[src/rtl/vga_timing_pkg.sv]
`default_nettype none
// +--------------------------------------------------------------------------+
// | Package     : vga_timing_pkg                                             |
// | Description : 1024x768@60 timing constants and split-position compare    |
// |               helpers shared by the timing generator and the console.    |
// | Revision    : 1.0 - initial release                                      |
// +--------------------------------------------------------------------------+
package vga_timing_pkg;

  localparam int XGA_H_ACTIVE = 1024;
  localparam int XGA_H_FP     = 24;
  localparam int XGA_H_SYNC   = 136;
  localparam int XGA_H_BP     = 160;
  localparam int XGA_H_TOTAL  = XGA_H_ACTIVE + XGA_H_FP + XGA_H_SYNC + XGA_H_BP;

  localparam int XGA_V_ACTIVE = 768;
  localparam int XGA_V_FP     = 3;
  localparam int XGA_V_SYNC   = 6;
  localparam int XGA_V_BP     = 29;
  localparam int XGA_V_TOTAL  = XGA_V_ACTIVE + XGA_V_FP + XGA_V_SYNC + XGA_V_BP;

  // x splits as hi*2^X_LO_W + lo, y splits as hi*Y_LO_DIV + lo
  localparam int X_LO_W   = 5;
  localparam int Y_LO_DIV = 48;

  localparam logic SYNC_NEG = 1'b0;

  // Mixed-radix "x >= constant" without rebuilding the linear coordinate
  function automatic logic x_ge(input logic [5:0] hi, input logic [4:0] lo,
                                input logic [5:0] c_hi, input logic [4:0] c_lo);
    return (hi > c_hi) || ((hi == c_hi) && (lo >= c_lo));
  endfunction

  // Mixed-radix "y >= constant"
  function automatic logic y_ge(input logic [4:0] hi, input logic [5:0] lo,
                                input logic [4:0] c_hi, input logic [5:0] c_lo);
    return (hi > c_hi) || ((hi == c_hi) && (lo >= c_lo));
  endfunction

endpackage
`default_nettype wire

[src/rtl/vga_xga_timing_gen.sv]
`default_nettype none
// +--------------------------------------------------------------------------+
// | Module      : vga_xga_timing_gen                                         |
// | Description : Free-running video timing generator with split x/y         |
// |               position (x = hi*32+lo, y = hi*48+lo), registered syncs,   |
// |               blank and a sticky start-of-vblank interrupt.              |
// | Revision    : 1.0 - initial release                                      |
// +--------------------------------------------------------------------------+
module vga_xga_timing_gen
  import vga_timing_pkg::*;
#(
  parameter int   H_ACTIVE = XGA_H_ACTIVE,
  parameter int   H_FP     = XGA_H_FP,
  parameter int   H_SYNC   = XGA_H_SYNC,
  parameter int   H_BP     = XGA_H_BP,
  parameter int   V_ACTIVE = XGA_V_ACTIVE,
  parameter int   V_FP     = XGA_V_FP,
  parameter int   V_SYNC   = XGA_V_SYNC,
  parameter int   V_BP     = XGA_V_BP,
  parameter logic SYNC_POL = SYNC_NEG
) (
  input  logic       clk,
  input  logic       rst,
  input  logic       cli,
  output logic       hsync,
  output logic       vsync,
  output logic       blank,
  output logic       interrupt,
  output logic [4:0] x_lo,
  output logic [5:0] x_hi,
  output logic [5:0] y_lo,
  output logic [4:0] y_hi
);

  localparam int c_H_TOTAL = H_ACTIVE + H_FP + H_SYNC + H_BP;
  localparam int c_V_TOTAL = V_ACTIVE + V_FP + V_SYNC + V_BP;
  localparam int c_X_DIV   = 1 << X_LO_W;
  localparam int c_HS_ON   = H_ACTIVE + H_FP;
  localparam int c_HS_OFF  = c_HS_ON + H_SYNC;
  localparam int c_VS_ON   = V_ACTIVE + V_FP;
  localparam int c_VS_OFF  = c_VS_ON + V_SYNC;

  // All compare points pre-split into (hi, lo) so no multiplier is needed
  localparam logic [4:0] c_X_LO_LAST = 5'(c_X_DIV - 1);
  localparam logic [5:0] c_Y_LO_LAST = 6'(Y_LO_DIV - 1);
  localparam logic [5:0] c_X_END_HI  = 6'((c_H_TOTAL - 1) / c_X_DIV);
  localparam logic [4:0] c_X_END_LO  = 5'((c_H_TOTAL - 1) % c_X_DIV);
  localparam logic [4:0] c_Y_END_HI  = 5'((c_V_TOTAL - 1) / Y_LO_DIV);
  localparam logic [5:0] c_Y_END_LO  = 6'((c_V_TOTAL - 1) % Y_LO_DIV);
  localparam logic [5:0] c_HB_HI     = 6'(H_ACTIVE / c_X_DIV);
  localparam logic [4:0] c_HB_LO     = 5'(H_ACTIVE % c_X_DIV);
  localparam logic [5:0] c_HS_ON_HI  = 6'(c_HS_ON / c_X_DIV);
  localparam logic [4:0] c_HS_ON_LO  = 5'(c_HS_ON % c_X_DIV);
  localparam logic [5:0] c_HS_OFF_HI = 6'(c_HS_OFF / c_X_DIV);
  localparam logic [4:0] c_HS_OFF_LO = 5'(c_HS_OFF % c_X_DIV);
  localparam logic [4:0] c_VB_HI     = 5'(V_ACTIVE / Y_LO_DIV);
  localparam logic [5:0] c_VB_LO     = 6'(V_ACTIVE % Y_LO_DIV);
  localparam logic [4:0] c_VS_ON_HI  = 5'(c_VS_ON / Y_LO_DIV);
  localparam logic [5:0] c_VS_ON_LO  = 6'(c_VS_ON % Y_LO_DIV);
  localparam logic [4:0] c_VS_OFF_HI = 5'(c_VS_OFF / Y_LO_DIV);
  localparam logic [5:0] c_VS_OFF_LO = 6'(c_VS_OFF % Y_LO_DIV);

  logic [4:0] r_x_lo, w_x_lo_nxt;
  logic [5:0] r_x_hi, w_x_hi_nxt;
  logic [5:0] r_y_lo, w_y_lo_nxt;
  logic [4:0] r_y_hi, w_y_hi_nxt;
  logic       r_hsync, r_vsync, r_blank, r_irq;
  logic       w_hs_act, w_vs_act, w_blank_nxt, w_irq_set;

  // Next position: x mixed-radix increment, y advances on the last pixel of a line
  always_comb begin
    w_x_lo_nxt = r_x_lo + 5'd1;
    w_x_hi_nxt = r_x_hi;
    w_y_lo_nxt = r_y_lo;
    w_y_hi_nxt = r_y_hi;
    if ((r_x_hi == c_X_END_HI) && (r_x_lo == c_X_END_LO)) begin
      w_x_lo_nxt = '0;
      w_x_hi_nxt = '0;
      if ((r_y_hi == c_Y_END_HI) && (r_y_lo == c_Y_END_LO)) begin
        w_y_lo_nxt = '0;
        w_y_hi_nxt = '0;
      end else if (r_y_lo == c_Y_LO_LAST) begin
        w_y_lo_nxt = '0;
        w_y_hi_nxt = r_y_hi + 5'd1;
      end else begin
        w_y_lo_nxt = r_y_lo + 6'd1;
      end
    end else if (r_x_lo == c_X_LO_LAST) begin
      w_x_lo_nxt = '0;
      w_x_hi_nxt = r_x_hi + 6'd1;
    end
  end

  // Decode on the next position so registered flags line up with the counters
  assign w_hs_act    = x_ge(w_x_hi_nxt, w_x_lo_nxt, c_HS_ON_HI, c_HS_ON_LO) &&
                       !x_ge(w_x_hi_nxt, w_x_lo_nxt, c_HS_OFF_HI, c_HS_OFF_LO);
  assign w_vs_act    = y_ge(w_y_hi_nxt, w_y_lo_nxt, c_VS_ON_HI, c_VS_ON_LO) &&
                       !y_ge(w_y_hi_nxt, w_y_lo_nxt, c_VS_OFF_HI, c_VS_OFF_LO);
  assign w_blank_nxt = x_ge(w_x_hi_nxt, w_x_lo_nxt, c_HB_HI, c_HB_LO) ||
                       y_ge(w_y_hi_nxt, w_y_lo_nxt, c_VB_HI, c_VB_LO);
  assign w_irq_set   = (w_x_hi_nxt == 6'd0) && (w_x_lo_nxt == 5'd0) &&
                       (w_y_hi_nxt == c_VB_HI) && (w_y_lo_nxt == c_VB_LO);

  // Position counters
  always_ff @(posedge clk or posedge rst) begin
    if (rst) begin
      r_x_lo <= '0;
      r_x_hi <= '0;
      r_y_lo <= '0;
      r_y_hi <= '0;
    end else begin
      r_x_lo <= w_x_lo_nxt;
      r_x_hi <= w_x_hi_nxt;
      r_y_lo <= w_y_lo_nxt;
      r_y_hi <= w_y_hi_nxt;
    end
  end

  // Sync and blank flags, sync level chosen by SYNC_POL
  always_ff @(posedge clk or posedge rst) begin
    if (rst) begin
      r_hsync <= ~SYNC_POL;
      r_vsync <= ~SYNC_POL;
      r_blank <= 1'b0;
    end else begin
      r_hsync <= w_hs_act ? SYNC_POL : ~SYNC_POL;
      r_vsync <= w_vs_act ? SYNC_POL : ~SYNC_POL;
      r_blank <= w_blank_nxt;
    end
  end

  // Sticky vblank interrupt; a set in the same cycle as cli takes priority
  always_ff @(posedge clk or posedge rst) begin
    if (rst) begin
      r_irq <= 1'b0;
    end else if (w_irq_set) begin
      r_irq <= 1'b1;
    end else if (cli) begin
      r_irq <= 1'b0;
    end
  end

  assign hsync     = r_hsync;
  assign vsync     = r_vsync;
  assign blank     = r_blank;
  assign interrupt = r_irq;
  assign x_lo      = r_x_lo;
  assign x_hi      = r_x_hi;
  assign y_lo      = r_y_lo;
  assign y_hi      = r_y_hi;

endmodule
`default_nettype wire

[config.mk]
export PLATFORM = sky130hd
export DESIGN_NAME = vga_xga_timing_gen
export DESIGN_NICKNAME = d
export VERILOG_FILES = /design/src/rtl/vga_timing_pkg.sv /design/src/rtl/vga_xga_timing_gen.sv
export SDC_FILE = /design/constraint.sdc
export NUM_CORES = 1
export LEC_CHECK = 0
export ABC_AREA = 1
export ABC_CLOCK_PERIOD_IN_PS = 2050
export CORE_MARGIN = 4
export CORE_UTILIZATION = 47
export CTS_CLUSTER_DIAMETER = 30
export DETAILED_ROUTE_END_ITERATION = 7
export PLACE_DENSITY = 0.77
export SETUP_SLACK_MARGIN = 0.5
export SLEW_MARGIN = 20
export SYNTH_ARGS = -nofsm -noshare
export SYNTH_HDL_FRONTEND = slang
export SYNTH_SLANG_ARGS = --single-unit
[constraint.sdc]
create_clock -name clk -period 2.05 [get_ports clk]
set_input_delay 0.41 -clock clk [delete_from_list [all_inputs] [get_ports clk]]
set_output_delay 0.41 -clock clk [all_outputs]
set_load 0.01 [all_outputs]
==> results.txt, run 1 <==
- Mapped Cells: 226
- Worst-path cell with the longest stage delay: dfrtp_1
- The number of global-route vias before repair came to 1651.
- Clock slew at reported path FFs: 0.16 ns
* Fraction of final layout cells with drive strength greater than 1: 42.5%
* Total number of vias: 1809
- Number of stages on the worst setup path: 15
* Highest cell delay on the worst timing path: 0.39 ns
- The analysis attributes to cell leakage a power of 0.00141 uW.
- In this run the worst setup path begins at x_lo[1]$_DFF_PP0_.
- Measured along the y axis, the die boundary spans 68.0 um.
- Share of the cycle needed by the critical path after routing: 104%
* Flops & latches, synth: 26
- CP max FO: 5
- Cell class contributing the biggest share of worst-path delay: simple AND/OR/NAND/NOR gates
- First-pass GRT wire length: 7.61 mm
* Minimum clock period after layout: 2.14 ns
* Detailed-route vias per instance: 5.32
* Parity-gate share of the synthesized area counting xor and xnor cells: 1.55%
* Cell types occupying the most area after synthesis: dfrtp_1 35%, nand2_1 13%, inv_1 7.1%
- Slew margin rel.: 76.9%
- Endpoint of the most critical setup path: interrupt$_DFFE_PP0P_
- Cells fill 76.8% of the core in the end.
* Number of nets with antenna violations after routing: 0
- Die X-Extent: 68.0 um
- Largest family of logic cells by synthesized area: simple AND/OR/NAND/NOR gates
* Site row count: 21
- Most common cell on crit path: nor2_4
- After detailed routing, the number of remaining DRC violations is 0.
* Maximum number of pins on one net before global-route repair: 27
* Setup ws final: -0.0890 ns
* Master cell of the clock root buffer: clkbuf_4
- Fraction of the mapped netlist area in compound gates: 4.66%
* Boundary pin count: 29
- GRT Total Usage: 21.6%
- Total core area: 3420 um^2
- Capturing point of the worst reg2reg path: interrupt$_DFFE_PP0P_
- In the final design database the tool counted 306 nets.
- Average wire per standard cell: 16.1 um
* Worst Path Arrival: 2.42 ns
- Maximum clock insertion buffer count: 2
* CTS Hold Buffers Added: 0
- Yosys mapped the design onto 29 distinct sky130hd cell types.
* Fraction of post-synthesis cell area in the top cell type by area: 35.5%
- The final hold violation count came to 0.
* Chain of cells forming the critical path: ha_2 -> nand2_2 -> nor2_4 -> ha_4 -> nand2_4 -> nor2_4 -> buf_6 -> nand4_1 -> nand2_2 -> nor2_4 -> nor2_2 -> nand3_1 -> nor2_1 -> nand2_1 -> nand2_1
- CTS Sinks: 26
* Largest area contributor in the netlist: dfrtp_1
- Aggregate routed wire length: 5.46 mm
- After Yosys synthesis, and, or, nand and nor cells account for 39.0% of the synthesized area.
- Number of max-slew violations in the final report: 0
* Clock tree from TritonCTS: built
- For the pin with the worst max-slew slack, the measured transition is 0.345 ns.
- The number of antenna diodes in the final layout is 0.
* R2R setup slack: -0.09 ns
- The initial antenna violation count was 0.
- Class of the tightest hold or removal check: in -> async
- Setup repair after global routing missed its margin: yes
- CP endpoint kind: flop
- Drt first-iter violations: 99
- Clock latency on the worst-skew pair, taken at its later pin, is 0.34 ns.
* Critical Path Source Type: flop
* Clock tree skew after final layout: 0.0119 ns
* IO buf count: 28
* Final HPWL from detailed placement: 2.94 mm
- During synthesis, Yosys emitted a total of 0 warnings.
- Measured in cells, the most critical reg-to-reg path has a length of 15.
- Averaged over all synthesized cells, the footprint is 7.49 um^2.
* Startpoint of the lowest-slack register-to-register path: x_lo[1]$_DFF_PP0_
- Before antenna repair, the detailed router went through 4 iterations.
* Max-cap violations: 0
- The final reports fail on setup timing.
* Worst IR drop on VDD: 0.365 mV
- Required time at the worst-slack endpoint: 2.33 ns
* Portion of netlist area occupied by mux cells: 0%
* Total grt overflow: 0
- The congestion estimate from routability-driven global placement came to 0.867.
- Run status: finished with violations
* Area growth from synthesis to final layout: 54.9%
- Of the total synthesized cell area, the portion taken by full adders, half adders and majority gates is 5.91%.
* Setup Viol. Count Final: 2
- Initial Util: 49.6%
- Worst path buffer plus inverter count: 1
- The floorplan step defined a die boundary enclosing 4630 um^2.
- Number of levels in the clock H-tree: 1
* Maximum frequency from static timing analysis: 468 MHz
- Total power per unit cell area: 341 nW/um^2
- Post-Synthesis Net Count: 237
- The mapped netlist covers 1690 um^2.
* Final hold slack: 0.395 ns
- For this run, the register share of the synthesized area comes to 38.6%.
- The critical path in this run is classified as reg -> reg.
- Inserted Clock Buffers: 3
==> registers in the layout (all words and copies together) (netlist names) <==
| name | count |
|---|---|
| vsync | 1 |
| x_hi | 6 |
| blank | 1 |
| x_lo | 5 |
| y_lo | 6 |
| hsync | 1 |
| y_hi | 5 |
| interrupt | 1 |
==> cells by family after synthesis <==
group	Yosys count
flip-flops	26
AND/OR/NAND/NOR	135
XOR/XNOR	3
adder cells (fa/ha/maj)	8
AO/OA/AOI/OAI	13
buffers and inverters	41
==> metrics by stage <==
| step | setup slack (ns) | total power, uW | cells | area (um^2) | TNS [ns] |
|---|---|---|---|---|---|
| after floorplan | 0.0655 | 531 | 226 | 1700 | 0 |
| final | -0.0890 | 894 | 340 | 2620 | -0.116 |
| after global placement | -0.116 | 539 | 307 | 2080 | -0.237 |
| after global routing | -0.243 | 917 | 340 | 2620 | -0.588 |
| after CTS | 0.0147 | 896 | 332 | 2400 | 0 |
| after detailed placement | -0.166 | 539 | 307 | 2080 | -0.400 |
==> worst register-to-register path: stages, from the launching register on <==
cell	delay, ns
dfrtp_1	0.39
ha_2	0.19
nand2_2	0.07
nor2_4	0.10
ha_4	0.18
nand2_4	0.08
nor2_4	0.19
buf_6	0.14
nand4_1	0.14
nand2_2	0.15
nor2_4	0.05
nor2_2	0.10
nand3_1	0.09
nor2_1	0.11
nand2_1	0.06
nand2_1	0.05
==> repair_timing <==
item | 4_1_cts | 5_1_grt
buffers inserted | 20 | 8
gates resized for setup | 57 | 55
pin swaps | 20 | 24
gates cloned | 1 | 0
endpoints found under the setup margin | 47 | 34
hold endpoints to repair | 0 | 0
==> placed cells by master, fill, tap and decap left out, types with 5 or more instances in the layout <==
master / netlist / layout
nand3_2: 5 / 9
buf_4: 1 / 27
inv_1: 32 / 28
nand2_4: 1 / 5
nor2_1: 27 / 21
nor2_4: 1 / 6
buf_6: 2 / 12
nand2_1: 60 / 42
clkdlybuf4s50_1: 0 / 6
ha_1: 8 / 6
nand2_2: 5 / 19
nand3_1: 21 / 14
nand4_1: 5 / 5
dfrtp_1: 24 / 19
dfrtp_2: 0 / 5
dlygate4sd2_1: 0 / 12
inv_2: 4 / 7
nor2_2: 4 / 5
==> Yosys cell counts <==
library cell   n
a21oi_1        3
buf_2          1
buf_4          1
buf_6          2
clkinv_1       1
dfrtp_1       24
dfstp_2        2
ha_1           8
inv_1         32
inv_2          4
nand2_1       60
nand2_2        5
nand2_4        1
nand3_1       21
nand3_2        5
nand4_1        5
nand4_2        1
nor2_1        27
nor2_2         4
nor2_4         1
nor2_8         2
nor3_1         2
o21ai_0        3
o21ai_1        3
o21ai_2        3
o21bai_1       1
or2_2          1
xnor2_1        1
xor2_1         2
==> worst min path at each step <==
stage | startpoint | end | slack [ns] | cells after the start
finish | rst | x_lo[0]$_DFF_PP0_ | 0.40 | 3
global route | rst | x_lo[4]$_DFF_PP0_ | 0.43 | 3
CTS | rst | x_lo[0]$_DFF_PP0_ | 0.41 | 3
detailed placement | interrupt$_DFFE_PP0P_ | interrupt$_DFFE_PP0P_ | 0.47 | 2
global placement | interrupt$_DFFE_PP0P_ | interrupt$_DFFE_PP0P_ | 0.48 | 2
floorplan | rst | blank$_DFF_PP0_ | 0.45 | 1
==> where the power goes <==
part           total, uW      switching [uW]  internal (uW)
Sequential           513  0.0000000000000466            513
Clock                366                 168            198
Combinational       15.1                10.3           4.83
Total                894                 178            716
==> layer usage <==
metal  GRT usage, %  up-vias  part of all wire, %
met3           2.79        9                  6.1
met1           29.5      875                   42
met2           35.5       77                   51
met5              0        -                    0
li1               -      848                    -
met4           6.45        0                  1.4
==> layout make-up <==
class | count | area, um^2
inverter | 37 | 141
multi-input combinational | 160 | 1110
tap | 46 | 57.6
clock buffer | 3 | 22.5
timing repair buffer | 67 | 603
fill | 223 | 793
sequential | 26 | 659
clock inverter | 1 | 30.0
Power figures use the tool's default switching activity.
==> inputs of run 2 (changes only) <==
Settings changed: ABC_CLOCK_PERIOD_IN_PS 2050 to 2700, CORE_UTILIZATION 47 to 51, MAX_ROUTING_LAYER set to met4, PLACE_DENSITY 0.77 to 0.79, REMOVE_ABC_BUFFERS set to 1.
Clock period 2.05 ns to 2.7 ns, I/O delays scaled along.
==> run 2 against run 1 <==
The run now ends clean. Combinational power decreased by 15%. Highest routed layer unchanged. Register-to-register slack gained 0.72 ns. First-iteration DRC count grew 24%. Final cell count shrank 9.4%. Largest power group unchanged. Design area is 17% lower. Sequential cell count did not move. Hold slack improved by 0.040 ns. Non-clock buffer count fell by 30.
==> results.txt, run 2 (same netlist as run 1, synthesis figures left out) <==
- The net count of the finished layout was 276 (was 306).
* CP endpoint kind: flop (unchanged)
- Maximum clock insertion buffer count: 2 (unchanged)
* Number of nets with antenna violations after routing: 0 (unchanged)
* Worst IR drop on VDD: 0.178 mV (was 0.365 mV)
* CP max FO: 8 (was 5)
* Critical Path Source Type: flop (unchanged)
- The total power came to 604 uW (was 894 uW).
- The remaining routing DRC violations is 0 (unchanged).
* Crit Path Category: reg -> reg (unchanged)
- GPL Wtd Cong: 0.931 (was 0.867)
- The data arrival time at the worst-slack endpoint was 2.35 ns (was 2.42 ns).
* Startpoint of the lowest-slack register-to-register path: x_lo[1]$_DFF_PP0_ (unchanged)
* Antenna violations before repair: 0 (unchanged)
- The post-route setup TNS came to 0 ns (was -0.116 ns).
- Commonest non-fill, non-tap cell in the layout: nand2_1 (unchanged)
- The initial standard-cell utilization of the core is 54.6% (was 49.6%).
- The largest net degree at the start of global routing was 15 (was 27).
- Total grt overflow: 0 (unchanged)
* Setup Viol. Count Final: 0 (was 2)
- Area growth from synthesis to final layout: 28.8% (was 54.9%)
- Number of inserted diodes: 0 (unchanged)
* Class of the tightest hold or removal check: in -> async (unchanged)
- Final hold slack: 0.435 ns (was 0.395 ns)
- The clock tree from TritonCTS is built (unchanged).
* Clock tree skew after final layout: 0.00785 ns (was 0.0119 ns)
- The vias per cell is 5.10 (was 5.32).
- Inserted Clock Buffers: 3 (unchanged)
- Setup repair after global routing missed its margin: no (was yes)
- The final cycle utilization of the critical path was 76.7% (was 104%).
- Capturing point of the worst reg2reg path: interrupt$_DFFE_PP0P_ (unchanged)
- The transition time at the pin with the least slew margin was 0.437 ns (was 0.345 ns).
- The routed wire length was 4.02 mm (was 5.46 mm).
- The CTS root buffer is clkbuf_4 (unchanged).
* Fraction of final layout cells with drive strength greater than 1: 20.8% (was 42.5%)
- Total power per unit cell area: 277 nW/um^2 (was 341 nW/um^2)
* Minimum clock period after layout: 2.07 ns (was 2.14 ns)
* Boundary pin count: 29 (unchanged)
- Vias in the first global route: 1461 (was 1651)
- Max-cap violations: 0 (unchanged)
- Required time at the worst-slack endpoint: 2.98 ns (was 2.33 ns)
- Die extent in y: 65.6 um (was 68.0 um)
- Clock slew at reported path FFs: 0.15 ns (was 0.16 ns)
- The total routing resource utilization after global routing came to 20.4% (was 21.6%).
* Number of max-slew violations in the final report: 0 (unchanged)
- The total iterations of the first detailed-routing run was 4 (unchanged).
- Die X-Extent: 65.6 um (was 68.0 um)
* Slew margin rel.: 70.8% (was 76.9%)
* Final Hold Violating Endpoints: 0 (unchanged)
- The iteration-0 DRC count of the detailed router is 123 (was 99).
* Site row count: 20 (was 21)
- The worst reg-to-reg path cell count was 15 (unchanged).
- Chain of cells forming the critical path: ha_2 -> nand2_2 -> nor2_2 -> ha_4 -> nand2_4 -> inv_4 -> nand2_4 -> nor2_8 -> buf_4 -> nand4_2 -> o21ai_2 -> inv_2 -> nor2_2 -> nand2_1 -> nand2_1 (was ha_2 -> nand2_2 -> nor2_4 -> ha_4 -> nand2_4 -> nor2_4 -> buf_6 -> nand4_1 -> nand2_2 -> nor2_4 -> nor2_2 -> nand3_1 -> nor2_1 -> nand2_1 -> nand2_1).
- The clock network latency to the later pin of the worst-skew pair was 0.32 ns (was 0.34 ns).
* Highest cell delay on the worst timing path: 0.40 ns (was 0.39 ns)
- The per-cell routed wire length came to 13.1 um (was 16.1 um).
- R2R setup slack: 0.63 ns (was -0.09 ns)
* First-pass GRT wire length: 6.70 mm (was 7.61 mm)
- LEAKAGE: 0.00110 uW (was 0.00141 uW)
- The maximum level of the CTS H-tree was 1 (unchanged).
* Overall die area: 4310 um^2 (was 4630 um^2)
* Run status: finished clean (was finished with violations)
- IO buf count: 28 (unchanged)
- Worst-path cell with the longest stage delay: dfrtp_1 (unchanged)
* Maximum frequency from static timing analysis: 483 MHz (was 468 MHz)
* Final HPWL from detailed placement: 2.90 mm (was 2.94 mm)
* CTS Hold Buffers Added: 0 (unchanged)
* Total number of vias: 1570 (was 1809)
* Commonest non-fill, non-tap cells in the layout: 56 x nand2_1, 31 x inv_1, 28 x clkdlybuf4s50_1 (was 42 x nand2_1, 28 x inv_1, 27 x buf_4)
* CTS Sinks: 26 (unchanged)
* Total core area: 3100 um^2 (was 3420 um^2)
==> run 2: final cells by class <==
class                      instances  area (um^2)
multi-input combinational        160          942
sequential                        26          653
clock buffer                       4         36.3
fill                             266          923
timing repair buffer              37          352
inverter                          37          141
tap                               44         55.1
==> run 2: how the worst max path moves through the flow <==
stage,end,start
3_3_place_gp,interrupt$_DFFE_PP0P_,x_lo[0]$_DFF_PP0_
3_5_place_dp,interrupt$_DFFE_PP0P_,x_lo[0]$_DFF_PP0_
6_report,interrupt$_DFFE_PP0P_,x_lo[1]$_DFF_PP0_
5_1_grt,interrupt$_DFFE_PP0P_,x_lo[1]$_DFF_PP0_
2_1_floorplan,interrupt$_DFFE_PP0P_,x_lo[0]$_DFF_PP0_
4_1_cts,interrupt$_DFFE_PP0P_,x_lo[1]$_DFF_PP0_
==> run 2: metrics by stage <==
step	instances	util, %	area (um^2)	setup WS (ns)
after floorplan	222	-	1660	0.629
after global placement	296	64.7	2010	0.425
after detailed placement	296	64.7	2010	0.364
after CTS	304	66.9	2080	0.504
after global routing	308	70.2	2180	0.487
final	308	70.2	2180	0.630
==> run 2: worst max-delay path, delay by kind of cell (launching register included) <==
kind                       cells  cell delay, ns
DFF                            1            0.40
adders and majority gates      2            0.41
AOI/OAI and AO/OA              1            0.10
buffers and inverters          3            0.30
and+or+nand+nor                9            0.84
==> run 2: per-layer routing <==
metal	GRT usage [%]	up-vias	part of all wire, %
met3	1.71	6	3.6
li1	-	782	-
met1	28.5	745	47
met2	30.3	37	47
met4	8.81	0	2.1
met5	-	-	0
==> run 2: where the power goes <==
part / switching [uW] / total [uW] / internal (uW)
registers: 0.0000000000000375 / 390 / 390
clock network: 119 / 201 / 82.4
logic: 8.22 / 12.8 / 4.58
==> run 2: what timing repair did <==
| item | in CTS | in global routing |
|---|---|---|
| buffers inserted | 4 | 3 |
| pin swaps | 1 | 11 |
| gates resized for setup | 1 | 19 |
| endpoints found under the setup margin | 3 | 4 |
| cloned | 0 | 1 |
==> inputs of run 3 (changes only) <==
Settings changed: ABC_CLOCK_PERIOD_IN_PS 2700 to 1750, CORE_UTILIZATION 51 to 47, PLACE_DENSITY 0.79 to 0.77.
Clock period 2.7 ns to 1.75 ns, I/O delays scaled along.
==> run 3 against run 2 <==
The run now ends with setup timing left. Combinational power grew 41%. Power grew 57%. Final cell count grew 18%. Critical path type unchanged. Highest routed layer unchanged.
==> results.txt, run 3 (same netlist as run 1, synthesis figures left out) <==
- Die X-Extent: 68.0 um (was 65.6 um)
* Required time at the worst-slack endpoint: 2.00 ns (was 2.98 ns)
* Total number of vias: 2119 (was 1570)
* Max-cap violations: 0 (unchanged)
* Average wire per standard cell: 19.5 um (was 13.1 um)
* Int Power: 735 uW (was 477 uW)
- The overall die area is 4630 um^2 (was 4310 um^2).
- The net count of the finished layout is 329 (was 276).
- CP max FO: 6 (was 8)
- Run status: finished with violations (was finished clean)
- The share of layout cells above drive strength 1 was 48.9% (was 20.8%).
- GPL Wtd Cong: 0.885 (was 0.931)
- Commonest non-fill, non-tap cell in the layout: nand2_1 (unchanged)
- CP endpoint kind: flop (unchanged)
- Fillers: 163 (was 266)
- Iteration count of the initial detailed-routing pass: 5 (was 4)
- Sequential power share: 63.5% (was 64.5%)
- The iteration-0 DRC count of the detailed router is 256 (was 123).
* Minimum clock period after layout: 2.31 ns (was 2.07 ns)
- Inserted Clock Buffers: 3 (unchanged)
- The number of global-route vias before repair came to 1828 (was 1461).
- The data arrival time at the worst-slack endpoint is 2.56 ns (was 2.35 ns).
* Commonest non-fill, non-tap cells in the layout: 50 x nand2_1, 44 x buf_6, 32 x buf_4 (was 56 x nand2_1, 31 x inv_1, 28 x clkdlybuf4s50_1)
- The relative area change from synthesis to final layout is 69.3% (was 28.8%).
* Drc violations: 0 (unchanged)
- CTS Sinks: 26 (unchanged)
- LEAKAGE: 0.00145 uW (was 0.00110 uW)
- The vertical extent of the die is 68.0 um (was 65.6 um).
- The switching portion of total power came to 22.4% (was 21.1%).
- Final Hold Violating Endpoints: 0 (unchanged)
- The initial antenna violation count came to 0 (unchanged).
- The minimum setup slack among reg-to-reg paths was -0.56 ns (was 0.63 ns).
* Total grt overflow: 0 (unchanged)
- Maximum frequency from static timing analysis: 433 MHz (was 483 MHz)
- Worst Max-Slew Pin Slew: 0.440 ns (was 0.437 ns)
- Number of inserted diodes: 0 (unchanged)
- The final reports fail on setup timing.
* Worst IR drop on VDD: 0.388 mV (was 0.178 mV)
- Share of the cycle needed by the critical path after routing: 132% (was 76.7%)
* First-pass GRT wire length: 8.59 mm (was 6.70 mm)
- Maximum number of pins on one net before global-route repair: 27 (was 15)
- Detailed-route vias per instance: 5.84 (was 5.10)
- The remaining antenna violation count after routing came to 0 (unchanged).
- The final-report max-slew violation count was 0 (unchanged).
- The type of the worst setup path is reg -> reg (unchanged).
* Sequential cell area: 656 um^2 (was 653 um^2)
* Setup Viol. Count Final: 23 (was 0)
- Clock tree from TritonCTS: built (unchanged)
- The fraction of power consumed by combinational cells was 1.9% (was 2.1%).
* Site row count: 21 (was 20)
- Master cell of the clock root buffer: clkbuf_4 (unchanged)
- The worst slew margin relative to its limit was 70.5% (was 70.8%).
* IO buf count: 28 (unchanged)
- Aggregate routed wire length: 7.07 mm (was 4.02 mm)
* Total core area: 3420 um^2 (was 3100 um^2)
- Capturing point of the worst reg2reg path: interrupt$_DFFE_PP0P_ (unchanged)
- The initial standard-cell utilization of the core is 49.6% (was 54.6%).
* Clk network pwr share: 34.6% (was 33.3%)
* Area of combinational cells with multiple inputs: 1120 um^2 (was 942 um^2)
* Maximum clock insertion buffer count: 2 (unchanged)
* Sum of internal, switching and leakage power: 947 uW (was 604 uW)
- Clock slew at reported path FFs: 0.15 ns (about the same)
- The reg-to-reg startpoint is x_lo[0]$_DFF_PP0_ (was x_lo[1]$_DFF_PP0_).
- The total routing resource utilization after global routing was 25.8% (was 20.4%).
- Final hold slack: 0.343 ns (was 0.435 ns)
* Critical Path Source Type: flop (unchanged)
- Total power per unit cell area: 330 nW/um^2 (was 277 nW/um^2)
- Clock tree skew after final layout: 0.00182 ns (was 0.00785 ns)
- Final HPWL from detailed placement: 3.21 mm (was 2.90 mm)
- The net switching power was 212 uW (was 127 uW).
- End-of-flow core utilization: 83.9% (was 70.2%)
- The worst reg-to-reg path cell count was 13 (was 15).
- Boundary pin count: 29 (unchanged)
* Setup repair after global routing missed its margin: yes (was no)
- Class of the tightest hold or removal check: in -> async (unchanged)
- Insertion delay to the later sink of the worst-skew pair: 0.34 ns (was 0.32 ns)
* Number of levels in the clock H-tree: 1 (unchanged)
* CTS Hold Buffers Added: 0 (unchanged)
* Setup ws final: -0.559 ns (was 0.630 ns)
run 3: cell types whose count changed in the layout (fill, tap and decap cells not counted), sizes merged:
cell	delta
clkdlybuf4s50	-21
buf	+73
nor2	+1
run 3: area by class of cell:
class | count | share of cell area [%]
Clock buffer | 4 | 1.27
Sequential cell | 26 | 22.9
Tap cell | 46 | 2.01
Inverter | 37 | 4.93
Multi-Input combinational cell | 161 | 39.2
Timing Repair Buffer | 89 | 29.7
run 3: critical path, stage by stage (launching register included):
cell,delay [ns]
dfrtp_1,0.43
ha_4,0.17
nand2_4,0.07
nor2_4,0.11
ha_4,0.20
nand2_4,0.09
nor2_4,0.17
nand2_4,0.12
o21ai_1,0.39
nand3_4,0.17
nand3_1,0.12
nor2_1,0.04
nand2_1,0.06
nand2_1,0.07
run 3: power by group through the flow:
stage	logic (uW)	clock network (uW)	registers (uW)
detailed placement	19.1	0	612
global placement	18.8	0	612
global route	20.7	347	601
floorplan	9.31	0	612
finish	18.0	328	601
CTS	18.9	322	601
run 3: per-layer routing:
layer / up-vias / GRT usage, % / routed length [um]
met3: 52 / 3.12 / 670
met1: 1010 / 32.3 / 2520
met2: 170 / 42.5 / 3420
met5: - / - / 0
met4: 0 / 10.2 / 459
li1: 887 / - / -
run 3: per-stage QoR:
| step | TNS, ns | worst slack, ns | cells | area (um^2) |
|---|---|---|---|---|
| 2_1_floorplan | -1.17 | -0.321 | 222 | 1660 |
| 3_3_place_gp | -1.17 | -0.269 | 335 | 2290 |
| 3_5_place_dp | -1.91 | -0.404 | 335 | 2290 |
| 4_1_cts | -1.34 | -0.285 | 355 | 2580 |
| 5_1_grt | -4.65 | -0.627 | 363 | 2870 |
| 6_report | -3.31 | -0.559 | 363 | 2870 |
run 3: how the worst max path moves through the flow:
stage	from	end	cells past startpoint
after detailed placement	x_lo[0]$_DFF_PP0_	interrupt$_DFFE_PP0P_	16
after global placement	x_lo[1]$_DFF_PP0_	vsync$_DFF_PP1_	15
after CTS	x_lo[0]$_DFF_PP0_	interrupt$_DFFE_PP0P_	14
final	x_lo[0]$_DFF_PP0_	interrupt$_DFFE_PP0P_	13
after global routing	x_lo[0]$_DFF_PP0_	interrupt$_DFFE_PP0P_	13
after floorplan	x_lo[0]$_DFF_PP0_	interrupt$_DFFE_PP0P_	16
run 3: timing repair:
item | CTS | global route
gates resized for setup | 139 | 52
gates cloned | 1 | 1
buffers inserted | 15 | 7
pin swaps | 8 | 12
endpoints found under the setup margin | 51 | 49
